==> src/rtl/dec_stage_1_refill_pkg.sv <==
// Shared decoder-side definitions for the stage-1 bit-window refill block,
// kept next to the matching encoder-side widths so both ends agree.
package dec_stage_1_refill_pkg;

  localparam int D1_WINDOW_WIDTH_DEF    = 32;
  localparam int D1_RANGE_WIDTH_DEF     = 16;
  localparam int D1_BITSTREAM_WIDTH_DEF = 8;
  localparam int D1_D_SIZE_DEF          = 5;

  // Encoder-side widths the decoder must mirror.
  localparam int E1_RANGE_WIDTH     = 16;
  localparam int E1_BITSTREAM_WIDTH = 8;
  localparam int E1_D_SIZE          = 5;

  typedef enum logic [2:0] {
    ST_IDLE  = 3'd0,
    ST_FILL  = 3'd1,
    ST_RUN   = 3'd2,
    ST_DRAIN = 3'd3,
    ST_DONE  = 3'd4
  } d1_state_e;

endpackage

==> src/rtl/dec_stage_1_refill_inserter.sv <==
// Combinational byte inserter: places a new byte directly below the
// already-valid bits of the (possibly just shifted) window.
module d1_byte_inserter #(
  parameter int W  = 32,
  parameter int BW = 8,
  parameter int FW = 6
) (
  input  logic [W-1:0]  shifted_i,
  input  logic [FW-1:0] fill_i,
  input  logic [BW-1:0] byte_i,
  input  logic          insert_i,
  output logic [W-1:0]  window_o
);

  logic [W-1:0] byte_aligned;

  // Bits below the fill point are always zero, so an OR is a clean insert.
  always_comb begin
    byte_aligned = {byte_i, {(W-BW){1'b0}}} >> fill_i;
    window_o     = insert_i ? (shifted_i | byte_aligned) : shifted_i;
  end

endmodule

==> src/rtl/dec_stage_1_refill.sv <==
// Stage-1 refill: keeps a bit window topped up from the byte stream and
// serves variable-length consumes to the decoder core, counting overread.
module dec_stage_1_refill
  import dec_stage_1_refill_pkg::*;
#(
  parameter int D1_WINDOW_WIDTH    = D1_WINDOW_WIDTH_DEF,
  parameter int D1_RANGE_WIDTH     = D1_RANGE_WIDTH_DEF,
  parameter int D1_BITSTREAM_WIDTH = D1_BITSTREAM_WIDTH_DEF,
  parameter int D1_D_SIZE          = D1_D_SIZE_DEF
) (
  input  logic                          d1_clk,
  input  logic                          d1_reset,
  input  logic                          d1_flag_first,
  input  logic [D1_BITSTREAM_WIDTH-1:0] in_byte,
  input  logic                          in_byte_valid,
  input  logic                          in_byte_last,
  output logic                          out_byte_ready,
  input  logic [D1_D_SIZE-1:0]          in_shift,
  input  logic                          in_shift_valid,
  output logic [D1_RANGE_WIDTH-1:0]     out_window,
  output logic                          out_window_valid,
  output logic [D1_D_SIZE:0]            out_fill,
  output logic                          out_done,
  output logic [D1_D_SIZE+10:0]         out_overread
);

  localparam int W   = D1_WINDOW_WIDTH;
  localparam int FW  = D1_D_SIZE + 1;
  localparam int OW  = D1_D_SIZE + 11;
  localparam int OSW = OW + 1;

  localparam logic [D1_D_SIZE-1:0] MaxShift = D1_D_SIZE'(D1_RANGE_WIDTH);
  localparam logic [FW-1:0]        ReadyMax = FW'(D1_WINDOW_WIDTH - D1_BITSTREAM_WIDTH);
  localparam logic [FW-1:0]        RunMin   = FW'(D1_RANGE_WIDTH);
  localparam logic [FW-1:0]        ByteBits = FW'(D1_BITSTREAM_WIDTH);

  d1_state_e state_q, state_d;
  logic [W-1:0]  window_q, window_d, window_shifted, window_ins;
  logic [FW-1:0] fill_q, fill_d, fill_shifted, shift_ext;
  logic [OW-1:0] overread_q, overread_d;
  logic [OSW-1:0] overread_sum;
  logic          eos_q, eos_d;
  logic [D1_D_SIZE-1:0] shift_amt;
  logic          byte_ready, window_valid, done, consume, accept;

  // NOTE: sequential state uses non-blocking (<=) so every register samples
  // pre-edge values; combinational blocks use blocking (=) assignments.
  always_ff @(posedge d1_clk or negedge d1_reset) begin
    if (!d1_reset) state_q <= ST_IDLE;
    else           state_q <= state_d;
  end

  always_comb begin
    state_d = state_q;
    if (d1_flag_first) begin
      state_d = ST_FILL;
    end else begin
      unique case (state_q)
        ST_FILL: begin
          if (accept && in_byte_last) state_d = ST_DRAIN;
          else if (fill_d >= RunMin)  state_d = ST_RUN;
        end
        ST_RUN: begin
          if (accept && in_byte_last)        state_d = ST_DRAIN;
          else if (fill_d < RunMin && !eos_q) state_d = ST_FILL;
        end
        ST_DRAIN: if (fill_d == '0) state_d = ST_DONE;
        default: ;
      endcase
    end
  end

  always_comb begin
    byte_ready   = 1'b0;
    window_valid = 1'b0;
    done         = 1'b0;
    unique case (state_q)
      ST_FILL: byte_ready = (fill_q <= ReadyMax);
      ST_RUN: begin
        byte_ready   = (fill_q <= ReadyMax);
        window_valid = 1'b1;
      end
      ST_DRAIN: window_valid = 1'b1;
      ST_DONE: begin
        window_valid = 1'b1;
        done         = 1'b1;
      end
      default: ;
    endcase
  end

  // Datapath: shift first, then insert; a start pulse overrides both.
  // NOTE: every signal gets a default at the top so no latch is inferred.
  always_comb begin
    shift_amt      = (in_shift > MaxShift) ? MaxShift : in_shift;
    shift_ext      = {1'b0, shift_amt};
    consume        = in_shift_valid & window_valid & ~d1_flag_first;
    accept         = in_byte_valid & byte_ready & ~d1_flag_first;
    window_shifted = window_q;
    fill_shifted   = fill_q;
    overread_sum   = {1'b0, overread_q};
    if (consume) begin
      window_shifted = window_q << shift_amt;
      if (fill_q > shift_ext) begin
        fill_shifted = fill_q - shift_ext;
      end else begin
        fill_shifted = '0;
        overread_sum = {1'b0, overread_q} + OSW'(shift_ext - fill_q);
      end
    end
    fill_d     = accept ? (fill_shifted + ByteBits) : fill_shifted;
    overread_d = overread_sum[OW] ? '1 : overread_sum[OW-1:0];
    eos_d      = eos_q | (accept & in_byte_last);
    window_d   = window_ins;
    if (d1_flag_first) begin
      window_d   = '0;
      fill_d     = '0;
      overread_d = '0;
      eos_d      = 1'b0;
    end
  end

  d1_byte_inserter #(
    .W (W),
    .BW(D1_BITSTREAM_WIDTH),
    .FW(FW)
  ) u_inserter (
    .shifted_i(window_shifted),
    .fill_i   (fill_shifted),
    .byte_i   (in_byte),
    .insert_i (accept),
    .window_o (window_ins)
  );

  always_ff @(posedge d1_clk or negedge d1_reset) begin
    if (!d1_reset) begin
      window_q   <= '0;
      fill_q     <= '0;
      overread_q <= '0;
      eos_q      <= 1'b0;
    end else begin
      window_q   <= window_d;
      fill_q     <= fill_d;
      overread_q <= overread_d;
      eos_q      <= eos_d;
    end
  end

  assign out_byte_ready   = byte_ready;
  assign out_window_valid = window_valid;
  assign out_done         = done;
  assign out_window       = window_q[W-1 -: D1_RANGE_WIDTH];
  assign out_fill         = fill_q;
  assign out_overread     = overread_q;

endmodule

==> config.mk <==
export PLATFORM = sky130hd
export DESIGN_NAME = dec_stage_1_refill
export DESIGN_NICKNAME = d
export VERILOG_FILES = /design/src/rtl/dec_stage_1_refill_pkg.sv /design/src/rtl/dec_stage_1_refill_inserter.sv /design/src/rtl/dec_stage_1_refill.sv
export SDC_FILE = /design/constraint.sdc
export NUM_CORES = 1
export LEC_CHECK = 0
export ABC_AREA = 1
export BUFFER_PORTS_ARGS = -buffer_cell sky130_fd_sc_hd__buf_2
export CAP_MARGIN = 20
export CORE_UTILIZATION = 29
export DETAILED_ROUTE_END_ITERATION = 6
export HOLD_SLACK_MARGIN = 0.12
export PLACE_DENSITY = 0.5
export SKIP_CTS_REPAIR_TIMING = 1
export SYNTH_ARGS = -nofsm -noshare
export SYNTH_HDL_FRONTEND = slang
export SYNTH_SLANG_ARGS = --single-unit
==> constraint.sdc <==
create_clock -name d1_clk -period 3.95 [get_ports d1_clk]
set_clock_uncertainty 0.1 [all_clocks]
set_input_delay 0.1975 -clock d1_clk [delete_from_list [all_inputs] [get_ports d1_clk]]
set_output_delay 0.1975 -clock d1_clk [all_outputs]
set_load 0.05 [all_outputs]
Word-level counts from Yosys, hierarchy flattened
Cells that the tools add are included.

Flip-flop bits (word level): 58. Bits of input ports: 19. Output and inout port bits: 41. Logic and storage cells: 65.

Add/subtract/negate cells: 4. Magnitude comparators: 5. Eq/ne operators: 8. Shift operators: 2. Multiplexer cells: 23. Bitwise gates (word level): 8. Reduce and logical (&&, ||, !) cells: 10.

Operators with widths (count): 32-bit two-way mux (3); 17-bit two-way mux (2); 16-bit two-way mux (2); 32-bit bitwise OR (1); 32-bit by 5-bit left shift with 32-bit output (1); 32-bit by 6-bit right shift with 32-bit output (1); 6-bit two-way mux (4); 3-bit two-way mux (6); 16-bit by 17-bit adder with 17-bit output (1); 3-bit case mux with 3 select lines (1); 4-bit != test, second input constant (2); 5-bit by 6-bit subtractor with 7-bit output (1); 6-bit by 4-bit adder with 6-bit output, second input constant (1); 3-bit by 2-bit equality test with 1-bit output, second input constant (2); 6-bit by 5-bit >= comparator with 1-bit output, second input constant (1); 6-bit by 5-bit > comparator with 1-bit output (1); 6-bit by 5-bit <= comparator with 1-bit output, second input constant (1); 6-bit zero test (1); 6-bit by 5-bit < comparator with 1-bit output, second input constant (1); 3-bit != test, second input constant (2); 6-bit by 5-bit subtractor with 6-bit output (1); 1-bit bitwise AND (5); 5-bit > comparator, second input constant (1); 5-bit two-way mux (1); 13 further kinds (17).

Logic depth before layout (Yosys ltp)
Word-level depth: 15. Depth in mapped cells: 27. Gate-level depth less buffers: 24.

Modules after synthesis
Synthesis repeated with hierarchy kept, for this count alone.

Cells, all modules: 1034. Area, all modules: 6496.2 um2.

Modules (own cells, without submodules): dec_stage_1_refill (times used 1, cells each 830, area each 5454.0 um2, seq. area each 1451.4 um2); d1_byte_inserter (times used 1, cells each 204, area each 1042.2 um2, seq. area each 0.0 um2).

Worst setup path before layout
OpenSTA, ideal clock, no wires.

Path type: input to register. Start point: input in_shift[1]. End point: register overread_q[6], in the netlist out_overread[6]. Library setup time: 0.087 ns. Arrival time: 3.395 ns. Required time: 3.763 ns. Path slack: 0.369 ns. Cell stages on the path: 23. Path buffers: 3. Cell sequence: nor3_1 > nand2_1 > nand2_1 > nand2_1 > clkbuf_1 > ha_1 > buf_4 > nand2_1 > o221ai_1 > a21oi_1 > nor2_1 > nor2_1 > xor2_1 > ha_1 > a21oi_1 > a21boi_0 > o21ai_1 > nand3_1 > nand2_1 > nand2_1 > nand3_1 > buf_4 > o211ai_1.

Longest elaborated chain between the ends: 8. Elaborated cells on any way between the ends: 12. Those cells by class: 2 x add/sub; 2 x order compare; 1 x eq/ne; 5 x mux; 2 x reduce/logical.

RTL lines: from (decl) (RTL line dec_stage_1_refill.sv:18) `input logic [D1_D_SIZE-1:0] in_shift,`; 5-bit > comparator (RTL line dec_stage_1_refill.sv:95) `shift_amt = (in_shift > MaxShift) ? MaxShift : in_shift;`; 5-bit two-way mux (*) (RTL line dec_stage_1_refill.sv:95); 5-bit by 6-bit subtractor with 7-bit output (RTL line dec_stage_1_refill.sv:108) `overread_sum = {1'b0, overread_q} + OSW'(shift_ext - fill_q);`; 16-bit by 17-bit adder with 17-bit output (RTL line dec_stage_1_refill.sv:108); 17-bit two-way mux (RTL line dec_stage_1_refill.sv:104) `if (fill_q > shift_ext) begin`; 17-bit two-way mux (RTL line dec_stage_1_refill.sv:102) `if (consume) begin`; 3-bit != test (no line), or another cell as far along; 2-bit AND reduction (no line) or 16-bit two-way mux (tied branches); to (signal assigned) (RTL line dec_stage_1_refill.sv:144) `overread_q <= overread_d;`; to (decl) (RTL line dec_stage_1_refill.sv:40) `logic [OW-1:0] overread_q, overread_d;`.

Every way passes the cells marked *; elsewhere a longest branch is shown, timed or not. The select of a mux whose other input is x is not followed. A chain may end at the register's enable or synchronous reset.

Worst setup path in the final report
Start point: register fill_q[1], in the netlist out_fill[1]. End point: register overread_q[7], in the netlist out_overread[7].

Longest elaborated chain between the ends: 6. Elaborated cells on any way between the ends: 10. Those cells by class: 2 x add/sub; 1 x order compare; 1 x eq/ne; 4 x mux; 2 x reduce/logical.

RTL lines: from (decl) (RTL line dec_stage_1_refill.sv:39) `logic [FW-1:0] fill_q, fill_d, fill_shifted, shift_ext;`; from (signal assigned) (RTL line dec_stage_1_refill.sv:143) `fill_q <= fill_d;`; 5-bit by 6-bit subtractor with 7-bit output (RTL line dec_stage_1_refill.sv:108); 16-bit by 17-bit adder with 17-bit output (RTL line dec_stage_1_refill.sv:108); 17-bit two-way mux (RTL line dec_stage_1_refill.sv:104); 17-bit two-way mux (RTL line dec_stage_1_refill.sv:102); 3-bit != test (no line), or another cell as far along; 2-bit AND reduction (no line) or 16-bit two-way mux (tied branches).

Several ways; a longest one is shown, not always the timed one. The select of a mux whose other input is x is not followed.

==> run_results.csv <==
group,metric,value,unit
run_status,status,"completed",
hold_path,hp-class,"in -> reg",
floorplan,core_area,0.0219,sq mm
setup_path,crit_chain,"inv_1 > ha_1 > nand2_1 > o221ai_1 > a21oi_1 > nor2_1 > nor2_1 > xor2_1 > ha_1 > a21oi_1 > a21boi_0 > o21ai_1 > nand3_1 > nand3_1 > nand3_1 > buf_4 > o311ai_0",
grt,grt_pass1_vias,6435,
place,gp_congestion,0.935,
synthesis,synth_edf_count,0,
cts,clockRootBuffer,"clkbuf_16",
timing,layout_worst_path_cycle_share,0.904,
synthesis,synth_ff_type,"dfrtp_1",
timing,drv_slew,0,
timing,fmax,280,MHz
run,max-cap-violations,0,
setup_path,r2r-end,"out_overread[7]$_DFFE_PN0P_",
route,routedWlPerCell,16.6,um
layout,antenna_cells,0,
floorplan,pin_count,60,
setup_path,worst-r2r-cell-count,17,
floorplan,rows,54,
synthesis,synth-seq-area-share,0.224,
route,routed_wl,22.4,mm
floorplan,start_util,0.296,
setup_path,max_stage_delay,370,ps
layout,nNetsFinal,1114,
timing,setup_tns,0,ps
route,routed-via-count,6859,
pwr,peakVddDrop,0.000209,V
synthesis,synth-async-reset-ratio,1.00,
route,detail-route-antenna-nets,0,
timing,whs,75.4,ps
place,portBuffers,59,
synthesis,yosys_warnings,0,
synthesis,syn_area,0.00648,sq mm
hold_path,holdPathStages,3,
setup_path,slowest_stage,"dfrtp_1",
setup_path,path_max_fanout,10,
route,first_iter_violations,524,
timing,setup_viol,0,
synthesis,synth_top_area_cell,"dfrtp_1",
pwr,p_per_area,606,mW/mm^2
route,firstDrtPassIters,6,
place,dp_hpwl,17.3,mm
cts,clock-sinks,58,
route,drc,0,
synthesis,synth.avg_cell_area,6.26,sq um
synthesis,synth_most_common_cell,"nand2_1",
synthesis,synth_commonest_cells,"318 x nand2_1, 102 x inv_1, 85 x o21ai_0, 83 x nand3_1, 68 x a21oi_1",
setup_path,critPathMostFrequentCell,"nand3_1",
floorplan,die-area,0.0229,sq mm
synthesis,yosys.cell_types.count,48,
timing,layout_min_cycle_time,3570,ps
timing,finalHoldViolCount,0,
hold_path,worstHoldStart,"in_byte_last",
layout,drive_gt1_frac,0.158,
grt,overflow,0,
timing,slew_headroom,0.362,
timing,rsz0062_at_grt,"no",
pwr,leakage,3.63,nW
setup_path,crit_type,"reg -> reg",
hold_path,min_delay_worst_endpoint,"eos_q$_DFF_PN0_",
setup_path,crit_arrival,3650,ps
cts,clk_pin_slew,60,ps
cts,ctsHtreeMaxLevel,3,
grt,antenna_found_initial,0,
floorplan,die_h,151,um
setup_path,r2r_start,"out_fill[1]$_DFF_PN0_",
synthesis,postSynthCellCount,1035,
route,avgViaCountPerCell,5.08,
cts,clk_latency,350,ps
cts,cts_tree,"built",
layout,syn2layout_area_growth,11.6,%
synthesis,synthTopCellsByArea,"dfrtp_1 22%, nand2_1 18%, o21ai_0 6.6%",
grt,grt_max_degree,41,
grt,grtUsageTotal,0.206,
cts,clock_path_buffers,2,
setup_path,cp-start-kind,"flip-flop",
synthesis,ys_ff_latch,58,
floorplan,die_w,151,um
synthesis,syn_nets,1083,
timing,tightest_slew,957,ps
cts,cts_buffers,9,
setup_path,required,4030,ps
setup_path,reg2reg_slack,380,ps
grt,grt_pass1_wl,35.9,mm
setup_path,endpoint_kind,"flip-flop",
synthesis,yosysTopAreaCellShare,0.224,
## cells by family (layout without fill, tap and decap cells)
kind of cell / after synthesis / count (layout) / synth area share
adder cells (fa/ha/maj): 29 / 29 / 0.0595
AO/OA/AOI/OAI: 229 / 229 / 0.202
AND/OR/NAND/NOR: 524 / 524 / 0.362
flip-flops: 58 / 58 / 0.224
multiplexers: 2 / 2 / 0.00309
XOR/XNOR: 13 / 13 / 0.0176
buffers and inverters: 180 / 216 / 0.131
## how the worst max path moves through the flow
stage | start | to | slack (ps) | depth (start not counted)
global route | out_fill[2]$_DFF_PN0_ | out_overread[14]$_DFFE_PN0P_ | 110 | 15
floorplan | in_shift[1] | out_overread[6]$_DFFE_PN0P_ | 370 | 23
global placement | in_shift[1] | out_overread[9]$_DFFE_PN0P_ | 200 | 22
CTS | out_fill[2]$_DFF_PN0_ | out_overread[9]$_DFFE_PN0P_ | 400 | 16
finish | out_fill[1]$_DFF_PN0_ | out_overread[7]$_DFFE_PN0P_ | 380 | 17
detailed placement | in_shift[1] | out_overread[9]$_DFFE_PN0P_ | 100 | 22
## layer usage
metal,GRT usage,part of all wire,vias up
met3,0.0251,0.049,28
met4,0.0650,0.020,0
met2,0.320,0.45,224
met5,0,0,-
li1,-,-,3461
met1,0.295,0.49,3146
## power by group
group	switching (mW)	internal, mW
combinational	1.84	0.763
sequential	0.157	0.727
clock	0.325	0.568
## final cells by class
class	count	area (sq um)
inverter	117	452
clock inverter	5	77.6
tap	280	350
clock buffer	11	243
fill	2432	14700
timing repair buffer	83	478
sequential	58	1450
multi-input combinational	797	4180
## cell usage in the layout (no fill, tap or decap), types with 3 or more instances in the layout
cell type and count:
o211ai_1 17, buf_4 23, inv_2 10, nor2_1 53
fa_1 3, inv_4 5, nand2_4 5, nor2_2 8
ha_1 26, a22oi_1 3, o21bai_1 3, nand4_1 12
nor2_4 4, o311ai_0 3, o21ai_0 85, xor2_1 10
a21boi_0 3, a21oi_1 68, buf_2 59, nand2_1 318
nand3b_1 4, nand3_1 83, a21oi_2 3, nand2_2 15
o21ai_1 23, nand3_2 9, xnor2_1 3, nor3_1 6
clkbuf_16 9, o22ai_1 9, dfrtp_1 58, inv_1 102
## critical path: cells and delay by family, from the launching register on
kind | cells | cell delay (ps)
AO/OA/AOI/OAI | 6 | 1180
buffers and inverters | 2 | 270
XOR/XNOR | 1 | 260
flip-flops | 1 | 370
adder cells (fa/ha/maj) | 2 | 640
AND/OR/NAND/NOR | 6 | 580
## flip-flops by register name, summed over array words and instances, names as in the netlist
register and flops:
window_q 32, eos_q 1, out_overread 16, state_q 3, out_fill 6
## metrics by stage
step / utilization / cells / total power [mW] / instance area (sq um) / setup slack (ps)
2_1_floorplan: - / 1035 / 2.92 / 6480 / 369
3_3_place_gp: 0.315 / 1334 / 3.50 / 6900 / 199
3_5_place_dp: 0.315 / 1334 / 3.48 / 6900 / 103
4_1_cts: 0.330 / 1350 / 4.40 / 7220 / 399
5_1_grt: 0.330 / 1351 / 4.74 / 7230 / 108
6_report: 0.330 / 1351 / 4.38 / 7230 / 381
Note: power is estimated with default switching activity, not from simulation.
